<file path="config.mk">
export PLATFORM = sky130hd
export DESIGN_NAME = clkdiv_multi
export DESIGN_NICKNAME = d
export VERILOG_FILES = /design/src/rtl/clkdiv_pkg.sv /design/src/rtl/clkdiv_chan.sv /design/src/rtl/clkdiv_multi.sv
export SDC_FILE = /design/constraint.sdc
export NUM_CORES = 1
export LEC_CHECK = 0
export CORE_ASPECT_RATIO = 2
export CORE_UTILIZATION = 64
export DETAILED_ROUTE_END_ITERATION = 10
export GPL_TIMING_DRIVEN = 0
export PLACE_DENSITY = 0.89
export SLEW_MARGIN = 20
export SYNTH_ARGS = -nofsm -noshare
export SYNTH_HDL_FRONTEND = slang
export SYNTH_SLANG_ARGS = --single-unit
</file>
<file path="constraint.sdc">
create_clock -name clk -period 5.5 [get_ports clk]
set_input_delay 0.825 -clock clk [delete_from_list [all_inputs] [get_ports clk]]
set_output_delay 0.825 -clock clk [all_outputs]
set_load 0.01 [all_outputs]
</file>
<file path="src/rtl/clkdiv_pkg.sv">
// clkdiv_pkg: default divider parameters and channel-index width helper
package clkdiv_pkg;
  localparam int DEF_CHANNELS = 4;
  localparam int DEF_WIDTH = 32;
  localparam int unsigned DEF_DIV = 50000000;
  function automatic int chan_w(input int n);
    return (n > 1) ? $clog2(n) : 1;
  endfunction
endpackage

</file>
<file path="src/rtl/clkdiv_chan.sv">
// clkdiv_chan: one divider channel with shadowed divisor that reloads only at wrap or while idle
module clkdiv_chan import clkdiv_pkg::*; #(
  parameter int WIDTH = DEF_WIDTH,
  parameter int unsigned DEFAULT_DIV = DEF_DIV
) (
  input  logic             clk,
  input  logic             rst_n,
  input  logic             en,
  input  logic             wr,
  input  logic             sync,
  input  logic [WIDTH-1:0] wr_div,
  output logic             tick,
  output logic             sq,
  output logic             pend
);
  logic [WIDTH-1:0] cnt, act, shd, nxt_shd;
  assign nxt_shd = wr ? wr_div : shd;
  // whenever pend is low shd equals act, so every reload point can take nxt_shd unconditionally
  always_ff @(posedge clk)
    if (!rst_n) begin
      cnt <= '0;
      tick <= 1'b0;
      sq <= 1'b0;
      pend <= 1'b0;
      act <= WIDTH'(DEFAULT_DIV);
      shd <= WIDTH'(DEFAULT_DIV);
    end else if (sync || !en) begin
      cnt <= '0;
      tick <= 1'b0;
      sq <= 1'b0;
      pend <= 1'b0;
      act <= nxt_shd;
      shd <= nxt_shd;
    end else if (cnt == act) begin
      cnt <= '0;
      tick <= 1'b1;
      sq <= ~sq;
      pend <= 1'b0;
      act <= nxt_shd;
      shd <= nxt_shd;
    end else begin
      cnt <= cnt + WIDTH'(1);
      tick <= 1'b0;
      pend <= pend | wr;
      shd <= nxt_shd;
    end
endmodule

</file>
<file path="src/rtl/clkdiv_multi.sv">
// clkdiv_multi: CHANNELS programmable clock dividers; define CLKDIV_SYNC_EN to add the sync phase-align input
module clkdiv_multi import clkdiv_pkg::*; #(
  parameter int CHANNELS = DEF_CHANNELS,
  parameter int WIDTH = DEF_WIDTH,
  parameter int unsigned DEFAULT_DIV = DEF_DIV
) (
  input  logic                         clk,
  input  logic                         rst_n,
  input  logic [CHANNELS-1:0]          en,
  input  logic                         wr_en,
  input  logic [chan_w(CHANNELS)-1:0]  wr_ch,
  input  logic [WIDTH-1:0]             wr_div,
`ifdef CLKDIV_SYNC_EN
  input  logic                         sync,
`endif
  output logic [CHANNELS-1:0]          tick,
  output logic [CHANNELS-1:0]          sq,
  output logic [CHANNELS-1:0]          pend
);
  localparam int CW = chan_w(CHANNELS);
`ifndef CLKDIV_SYNC_EN
  logic sync;
  assign sync = 1'b0;
`endif
  for (genvar i = 0; i < CHANNELS; i++) begin : g_ch
    clkdiv_chan #(.WIDTH(WIDTH), .DEFAULT_DIV(DEFAULT_DIV)) u_chan (
      .clk(clk),
      .rst_n(rst_n),
      .en(en[i]),
      .wr(wr_en && wr_ch == CW'(i)),
      .sync(sync),
      .wr_div(wr_div),
      .tick(tick[i]),
      .sq(sq[i]),
      .pend(pend[i])
    );
  end
endmodule

</file>
==> results of run 1 <==
-- registers in the layout, indices dropped and copies added, names as in the netlist --
register          flops
g_ch.u_chan.act     128
g_ch.u_chan.cnt     128
g_ch.u_chan.shd     128
g_ch.u_chan.pend      4
g_ch.u_chan.sq        4
g_ch.u_chan.tick      4
-- layer usage --
metal / vias up / wire length, um / GRT usage, %
met2: 439 / 20900 / 57.7
met4: 0 / 4590 / 31.5
met1: 6040 / 14400 / 32.1
met5: - / 0 / 0
li1: 6036 / - / -
met3: 226 / 2090 / 5.59
-- power groups by stage --
stage,clock [mW],combinational [mW],sequential [mW]
2_1_floorplan,0,0.254,3.09
3_3_place_gp,0,0.377,3.10
3_5_place_dp,0,0.391,3.11
4_1_cts,2.54,0.400,3.04
5_1_grt,2.67,0.435,3.05
6_report,2.54,0.409,3.04
-- cell families after synthesis --
logic type,share of synthesized area [%]
simple gates,21.6
flops,48.9
xor+xnor,13.4
compound gates,11.6
buf+inv,4.21
fa+ha+maj,0.308
-- cell type report --
cell class | count | area [sq um]
Tap cell | 336 | 420
Clock buffer | 44 | 1000
Sequential cell | 396 | 7930
Clock inverter | 16 | 188
Fill cell | 1697 | 6580
Timing Repair Buffer | 51 | 510
Multi-Input combinational cell | 1197 | 7620
Inverter | 13 | 48.8
Buffer | 115 | 634
-- final timing paths --
| kind | from | to | slack (ns) | cells after the start |
|---|---|---|---|---|
| max | rst_n | g_ch[3].u_chan.act[30]$_SDFFE_PN0P_ | 2.68 | 5 |
| min | g_ch[3].u_chan.shd[15]$_SDFF_PN1_ | g_ch[3].u_chan.shd[15]$_SDFF_PN1_ | 0.48 | 2 |
| max reg2reg | g_ch[3].u_chan.cnt[0]$_SDFF_PP0_ | g_ch[3].u_chan.act[21]$_SDFFE_PN1P_ | 3.21 | 6 |
| min reg2reg | g_ch[3].u_chan.shd[15]$_SDFF_PN1_ | g_ch[3].u_chan.shd[15]$_SDFF_PN1_ | 0.48 | 2 |
-- through the flow --
| stage | instance area (sq um) | hold WS (ns) | total power, mW | utilization (%) |
|---|---|---|---|---|
| after global placement | 17200 | 0.452 | 3.48 | 68.8 |
| final | 18300 | 0.476 | 5.99 | 73.6 |
| after CTS | 18300 | 0.477 | 5.99 | 73.6 |
| after floorplan | 16200 | 0.436 | 3.34 | - |
| after detailed placement | 17200 | 0.457 | 3.50 | 68.8 |
| after global routing | 18300 | 0.493 | 6.16 | 73.6 |
-- cell usage after synthesis (7+ instances only) --
library cell	number	area, sq um
nand2_1	293	1100
clkbuf_1	36	135
nor4_1	31	194
and3_1	14	87.6
xor2_1	116	1020
nor4_4	9	191
a21boi_0	80	601
buf_4	22	165
and4_1	14	123
buf_2	46	230
dfxtp_1	396	7930
buf_6	8	90.1
a22o_1	48	420
nor2_1	152	571
o22a_1	80	701
and2_1	9	56.3
xnor2_1	132	1160
a21oi_1	8	40.0
nor3_1	16	80.1
inv_1	13	48.8
nand3_1	97	485
nand4_1	47	294
nor4_2	7	87.6
-- critical path, stage by stage --
cell	delay, ns
clkdlybuf4s50_1	0.92
clkbuf_1	0.44
clkbuf_1	0.47
a21boi_0	0.40
o22a_1	0.21
==> results.toml, run 1 <==
[outcome]
status = "finished, final reports clean"

[job]
max_cap_violations = 0

[clocking]
clk_pin_slew_ns = 0.07
cts_setup_buffers = 0
postCtsResizedCells = 0
htree_levels = 2
clock_latency_ns = 0.52
cts_tree = "done"
clock-sinks = 396
cts.hold.buffers_added = 0
cts_buffers = 34
root_buffer = "clkbuf_16"
clock_path_buffers = 3

[setup_path]
crit_required_ns = 5.96
worstPathMaxFanout = 10
path_class = "in -> reg"
worstPathArrival_ns = 3.28
critPathLaunchType = "primary input"
cp-end-kind = "flop"

[final_layout]
fin_nets = 1853
final_cell_mix = "396 x dfxtp_1, 293 x nand2_1, 152 x nor2_1, 132 x xnor2_1, 116 x xor2_1"
instances_no_fill = 2168
drive_above_1_share_pct = 9.12
antenna_cells = 0
layout_commonest_cell = "dfxtp_1"
synthToLayoutAreaGrowth_pct = 13.1

[power]
p_clk_share_pct = 42.4
intPower_mw = 4.59
swShare_pct = 23.4
seqPwrFrac_pct = 50.8
ir_drop_uv = 289
p_switching_mw = 1.40
p_leak_nw = 7.17
combPwrFrac_pct = 6.8
p_per_area_nw_per_um2 = 327

[placement]
dp_cells = 2108
dp_slack_ns = 2.27
portBuffers = 51
post-dp-hpwl_mm = 30.0
gp_congestion = 1.00

[grt]
grt_pass1_wl_mm = 65.4
grt_max_degree = 18
grt_overflow = 0
grt_usage_pct = 32.8
grt_pass1_vias = 12517
antenna_found_initial = 0

[die]
fp-row-count = 82
die_w_um = 115
start_util_pct = 65.1
coreArea_sq_um = 24900
die_area_sq_um = 26000
pin_count = 53
die_y_um = 227

[detailed_routing]
vias_per_cell = 5.88
antenna_left = 0
vias = 12741
drt_iter0_drc = 785
drt_first_pass_iters = 5
route.detailed.drc = 0
wire_per_inst_um = 19.4
wirelength_mm = 42.0

[timing]
rsz0062_at_grt = "no"
setup_slack_ns = 2.68
setup_tns_ns = 0
slew_violations = 0
fmax_mhz = 355
skew_ns = 0.0124
setup-violations-final = 0
hold_viol_final = 0
maxSlewHeadroom_pct = 52.7
worst_pin_slew_ns = 0.708
post-route-period-util_pct = 51.2
period_needed_ns = 2.82

[logic_synthesis]
yosys_warnings = 0
synth_edf_count = 0
syn-cell-area_sq_um = 16200
synth_ff_type = "dfxtp_1"
syn_nets = 1766
synth_cell_types = 44
avgSynthCellArea_sq_um = 9.43
synth-seq-cells = 396
ys_seq_area_share_pct = 48.9
synthArstFlopShare_pct = 0
syn_inst = 1721

[hold_path]
worstHoldPathType = "reg -> reg"
No activity file was read; power rests on OpenSTA's default activity.
==> run 2: changes to the inputs <==
- CORE_UTILIZATION: 64 -> 55
- PLACE_DENSITY: 0.89 -> 0.82
- clock period: 5.5 -> 2.5 ns (I/O delays scaled with it)
==> run 2 against run 1 <==
Effect of this change: clock-buffer cell count is 1 lower; register-to-register slack got worse by 2.9 ns; sequential share of layout area decreased by 0.15 points; non-clock buffer count did not move; die area grew 16%; worst setup slack got worse by 2.6 ns; highest routed layer unchanged; hold slack worse by 0.0040 ns; largest power group unchanged; routed wire length shrank 1.2%; combinational power up 120%; via count fell by 2.1%; sequential power rose by 120%.
==> results.toml, run 2 (synthesis gave the netlist of run 1 again) <==
[timing]
setup_tns_ns = 0
maxSlewHeadroom_pct = 49.7
period_needed_ns = 2.39
fmax_mhz = 418
setup-violations-final = 0
rsz0062_at_grt = "no"
hold_viol_final = 0
worst_pin_slew_ns = 0.752
skew_ns = 0.00844
slew_violations = 0
post-route-period-util_pct = 95.7

[die]
die_w_um = 123
die_area_sq_um = 30200
die_y_um = 245
pin_count = 53
coreArea_sq_um = 29000
start_util_pct = 56.0
fp-row-count = 88

[clocking]
htree_levels = 2
clk_pin_slew_ns = 0.07
clock-sinks = 396
clock_path_buffers = 3
cts_buffers = 34
postCtsResizedCells = 0
cts.hold.buffers_added = 0
clock_latency_ns = 0.52
cts_tree = "done"
root_buffer = "clkbuf_16"
cts_setup_buffers = 0

[final_layout]
layout_commonest_cell = "dfxtp_1"
synthToLayoutAreaGrowth_pct = 13.5
instances_no_fill = 2192
drive_above_1_share_pct = 9.07
fin_nets = 1853
fill_cells = 2339
reg_top3 = "g_ch.u_chan.act: 128 flops, g_ch.u_chan.cnt: 128 flops, g_ch.u_chan.shd: 128 flops"
fin_util_pct = 63.6
final_cell_mix = "396 x dfxtp_1, 293 x nand2_1, 152 x nor2_1, 132 x xnor2_1, 116 x xor2_1"

[outcome]
status = "finished, final reports clean"

[setup_path]
worstPathMaxFanout = 10
path_class = "in -> reg"
crit_required_ns = 2.91
critPathLaunchType = "primary input"
worstPathArrival_ns = 2.80
cp-end-kind = "flop"

[power]
p_leak_nw = 7.18
p_per_area_nw_per_um2 = 724
combPwrFrac_pct = 6.7
seqPwrFrac_pct = 50.2
swShare_pct = 23.0
p_switching_mw = 3.06
ir_drop_uv = 517
p_clk_share_pct = 43.1
intPower_mw = 10.3

[grt]
grt_usage_pct = 28.4
grt_max_degree = 20
grt_pass1_wl_mm = 65.7
antenna_found_initial = 1
grt_overflow = 0
grt_pass1_vias = 12689

[placement]
portBuffers = 51
dp_cells = 2132
post-dp-hpwl_mm = 30.7
gp_congestion = 0.996

[detailed_routing]
route.detailed.drc = 0
antenna_left = 0
wire_per_inst_um = 18.9
vias = 12469
drt_iter0_drc = 752
wirelength_mm = 41.5
drt_first_pass_iters = 5
vias_per_cell = 5.69

[hold_path]
worstHoldPathType = "reg -> reg"

[job]
max_cap_violations = 0
-- run 2: cell count changes in the layout (fill, tap and decap cells not counted), sizes merged --
cell,before,now
clkbuf,82,81
inv,14,15
clkinvlp,4,5
clkinv,8,4
bufinv,3,5
diode,0,1
-- run 2: cell type report --
type                    instances  area (sq um)  area share (%)
diodes                          1          2.50          0.0136
inverters                      13          48.8           0.265
clock buffers                  43           988            5.37
flip-flops and latches        396          7930            43.1
multi-input cells            1197          7620            41.4
repair buffers                 51           510            2.77
plain buffers                 115           634            3.45
clock inverters                16           233            1.26
well taps                     360           450            2.45
-- run 2: path summary, 6_finish.rpt --
check / start / to / slack [ns] / cells after the start
worst max-delay path: rst_n / g_ch[2].u_chan.act[19]$_SDFFE_PN1P_ / 0.11 / 5
worst max register to register: g_ch[0].u_chan.cnt[14]$_SDFF_PP0_ / g_ch[0].u_chan.act[6]$_SDFFE_PN0P_ / 0.30 / 6
worst min-delay path: g_ch[2].u_chan.cnt[0]$_SDFF_PP0_ / g_ch[2].u_chan.cnt[0]$_SDFF_PP0_ / 0.47 / 1
worst min register to register: g_ch[2].u_chan.cnt[0]$_SDFF_PP0_ / g_ch[2].u_chan.cnt[0]$_SDFF_PP0_ / 0.47 / 1
-- run 2: metal layers --
layer	global-route usage (%)	vias up	wire length [um]
li1	-	6028	-
met1	27.6	5922	14400
met2	49.2	337	20700
met3	4.58	182	1780
met4	27.5	0	4640
met5	0	-	0
-- run 2: power by group through the flow --
stage | sequential (mW) | clock [mW] | combinational [mW]
6_report | 6.69 | 5.74 | 0.888
5_1_grt | 6.71 | 6.04 | 0.957
4_1_cts | 6.69 | 5.79 | 0.875
3_5_place_dp | 6.83 | 0 | 0.862
3_3_place_gp | 6.82 | 0 | 0.839
2_1_floorplan | 6.79 | 0 | 0.559
-- run 2: worst max-delay path: stages --
cell,delay [ns]
clkdlybuf4s50_1,0.96
clkbuf_1,0.62
clkbuf_1,0.40
nand3_1,0.19
a22o_1,0.24
-- run 2: per-stage QoR --
step | hold slack (ns) | total power [mW] | cell area, sq um | worst slack [ns]
6_report | 0.472 | 13.3 | 18400 | 0.107
5_1_grt | 0.495 | 13.7 | 18400 | 0.0938
4_1_cts | 0.475 | 13.4 | 18400 | 0.271
3_5_place_dp | 0.454 | 7.70 | 17200 | -0.257
3_3_place_gp | 0.453 | 7.66 | 17200 | -0.227
2_1_floorplan | 0.436 | 7.35 | 16200 | 0.741
==> run 3: changes to the inputs <==
- CORE_UTILIZATION: 55 -> 57
- DONT_BUFFER_PORTS: unset -> 1
- PLACE_DENSITY: 0.82 -> 0.81
==> run 3 against run 2 <==
Effect of this change: worst setup slack better by 0.17 ns; cell count shrank 2.4%; hold slack lost 0.46 ns; total power is 4.2% lower; clock skew is 0.0033 ns higher; maximum frequency increased by 7.4%; sequential cell count unchanged; sequential share of layout area is 1.5 points higher; critical endpoint is now g_ch[0].u_chan.act[29]$_SDFFE_PN0P_; largest cell class unchanged.
==> results.toml, run 3 (synthesis gave the netlist of run 1 again) <==
[setup_path]
worstPathMaxFanout = 10
crit_required_ns = 2.96
cp-end-kind = "flop"
ff2ff_path_depth = 6
path_class = "reg -> reg"
critPathLaunchType = "flop"
worstPathArrival_ns = 2.69

[timing]
worst_pin_slew_ns = 0.681
hold_ws_ns = 0.0108
maxSlewHeadroom_pct = 54.6
setup_tns_ns = 0
period_needed_ns = 2.23
fmax_mhz = 449
skew_ns = 0.0117
slew_violations = 0
hold_viol_final = 0
rsz0062_at_grt = "no"
post-route-period-util_pct = 89.1
setup_slack_ns = 0.273
setup-violations-final = 0

[final_layout]
synthToLayoutAreaGrowth_pct = 9.75
fin_nets = 1803
instances_no_fill = 2139
fin_util_pct = 63.4
final_cell_mix = "396 x dfxtp_1, 293 x nand2_1, 152 x nor2_1, 132 x xnor2_1, 116 x xor2_1"
antenna_cells = 0
reg_top3 = "g_ch.u_chan.act: 128 flops, g_ch.u_chan.cnt: 128 flops, g_ch.u_chan.shd: 128 flops"
drive_above_1_share_pct = 9.20
fill_cells = 2288
design_area_sq_um = 17800
layout_commonest_cell = "dfxtp_1"

[detailed_routing]
vias = 12243
route.detailed.drc = 0
vias_per_cell = 5.72
wire_per_inst_um = 18.9
antenna_left = 0
drt_first_pass_iters = 5
drt_iter0_drc = 750
wirelength_mm = 40.5

[power]
seqPwrFrac_pct = 52.4
swShare_pct = 22.9
p_per_area_nw_per_um2 = 717
p_clk_share_pct = 41.9
combPwrFrac_pct = 5.7
intPower_mw = 9.84
p_total_mw = 12.8
p_leak_nw = 6.96
ir_drop_uv = 625
p_switching_mw = 2.92

[die]
coreArea_sq_um = 28100
die_area_sq_um = 29200
start_util_pct = 57.8
fp-row-count = 87
die_y_um = 241
pin_count = 53
die_w_um = 121

[grt]
grt_pass1_wl_mm = 63.4
grt_usage_pct = 28.2
grt_max_degree = 18
antenna_found_initial = 0
grt_overflow = 0
grt_pass1_vias = 12062

[placement]
post-dp-hpwl_mm = 30.5
gp_congestion = 0.965
dp_cells = 2077
place_area_sq_um = 16700
dp_slack_ns = 0.357
portBuffers = 0

[hold_path]
worstHoldPathType = "in -> reg"
hold_depth = 2

[clocking]
cts_tree = "done"
clk_pin_slew_ns = 0.07
root_buffer = "clkbuf_16"
cts_buffers = 34
clock_path_buffers = 3
htree_levels = 2
clock-sinks = 396
clock_latency_ns = 0.53

[outcome]
status = "finished, final reports clean"

[job]
max_cap_violations = 0
==> run 3: worst paths after layout <==
| path | from | to | slack, ns |
|---|---|---|---|
| setup / recovery | g_ch[0].u_chan.cnt[8]$_SDFF_PP0_ | g_ch[0].u_chan.act[29]$_SDFFE_PN0P_ | 0.27 |
| hold / removal | wr_div[20] | g_ch[0].u_chan.shd[20]$_SDFF_PN1_ | 0.01 |
| setup reg to reg | g_ch[0].u_chan.cnt[8]$_SDFF_PP0_ | g_ch[0].u_chan.act[29]$_SDFFE_PN0P_ | 0.27 |
| hold reg to reg | g_ch[2].u_chan.shd[19]$_SDFF_PN1_ | g_ch[2].u_chan.shd[19]$_SDFF_PN1_ | 0.48 |
==> run 3: power groups by stage <==
stage,sequential (mW),clock [mW],combinational (mW)
4_1_cts,6.69,5.40,0.729
3_5_place_dp,6.83,0,0.720
5_1_grt,6.71,5.67,0.797
3_3_place_gp,6.82,0,0.695
2_1_floorplan,6.79,0,0.559
6_report,6.69,5.34,0.730
==> run 3: layer usage <==
| metal | vias to the layer above | wire length [um] | GRT usage, % |
|---|---|---|---|
| met4 | 0 | 4790 | 29.5 |
| met1 | 5746 | 14100 | 27.5 |
| li1 | 5939 | - | - |
| met2 | 359 | 19800 | 48.1 |
| met5 | - | 0 | 0 |
| met3 | 199 | 1820 | 4.87 |
==> run 3: worst max-delay path, stage by stage, from the launching register on <==
cell and delay (ns):
dfxtp_1 0.43, xor2_1 0.10, nor4_1 0.58, nand4_1 0.31, o21ai_1 0.31, buf_2 0.28
o22a_1 0.16
==> run 3: layout make-up <==
class,instances,area (sq um),area share (%)
inverters,13,48.8,0.274
multi-input cells,1197,7620,42.8
clock inverters,13,110,0.618
plain buffers,115,634,3.56
clock buffers,48,1020,5.71
repair buffers,1,10.0,0.0562
well taps,356,445,2.50
flip-flops and latches,396,7930,44.5
==> run 3: timing repair <==
item                                   in CTS  in global routing
endpoints found under the hold margin       1                  0
gates resized for setup                     0                  0
buffers inserted                            0                  0
hold buffers                                1                  0
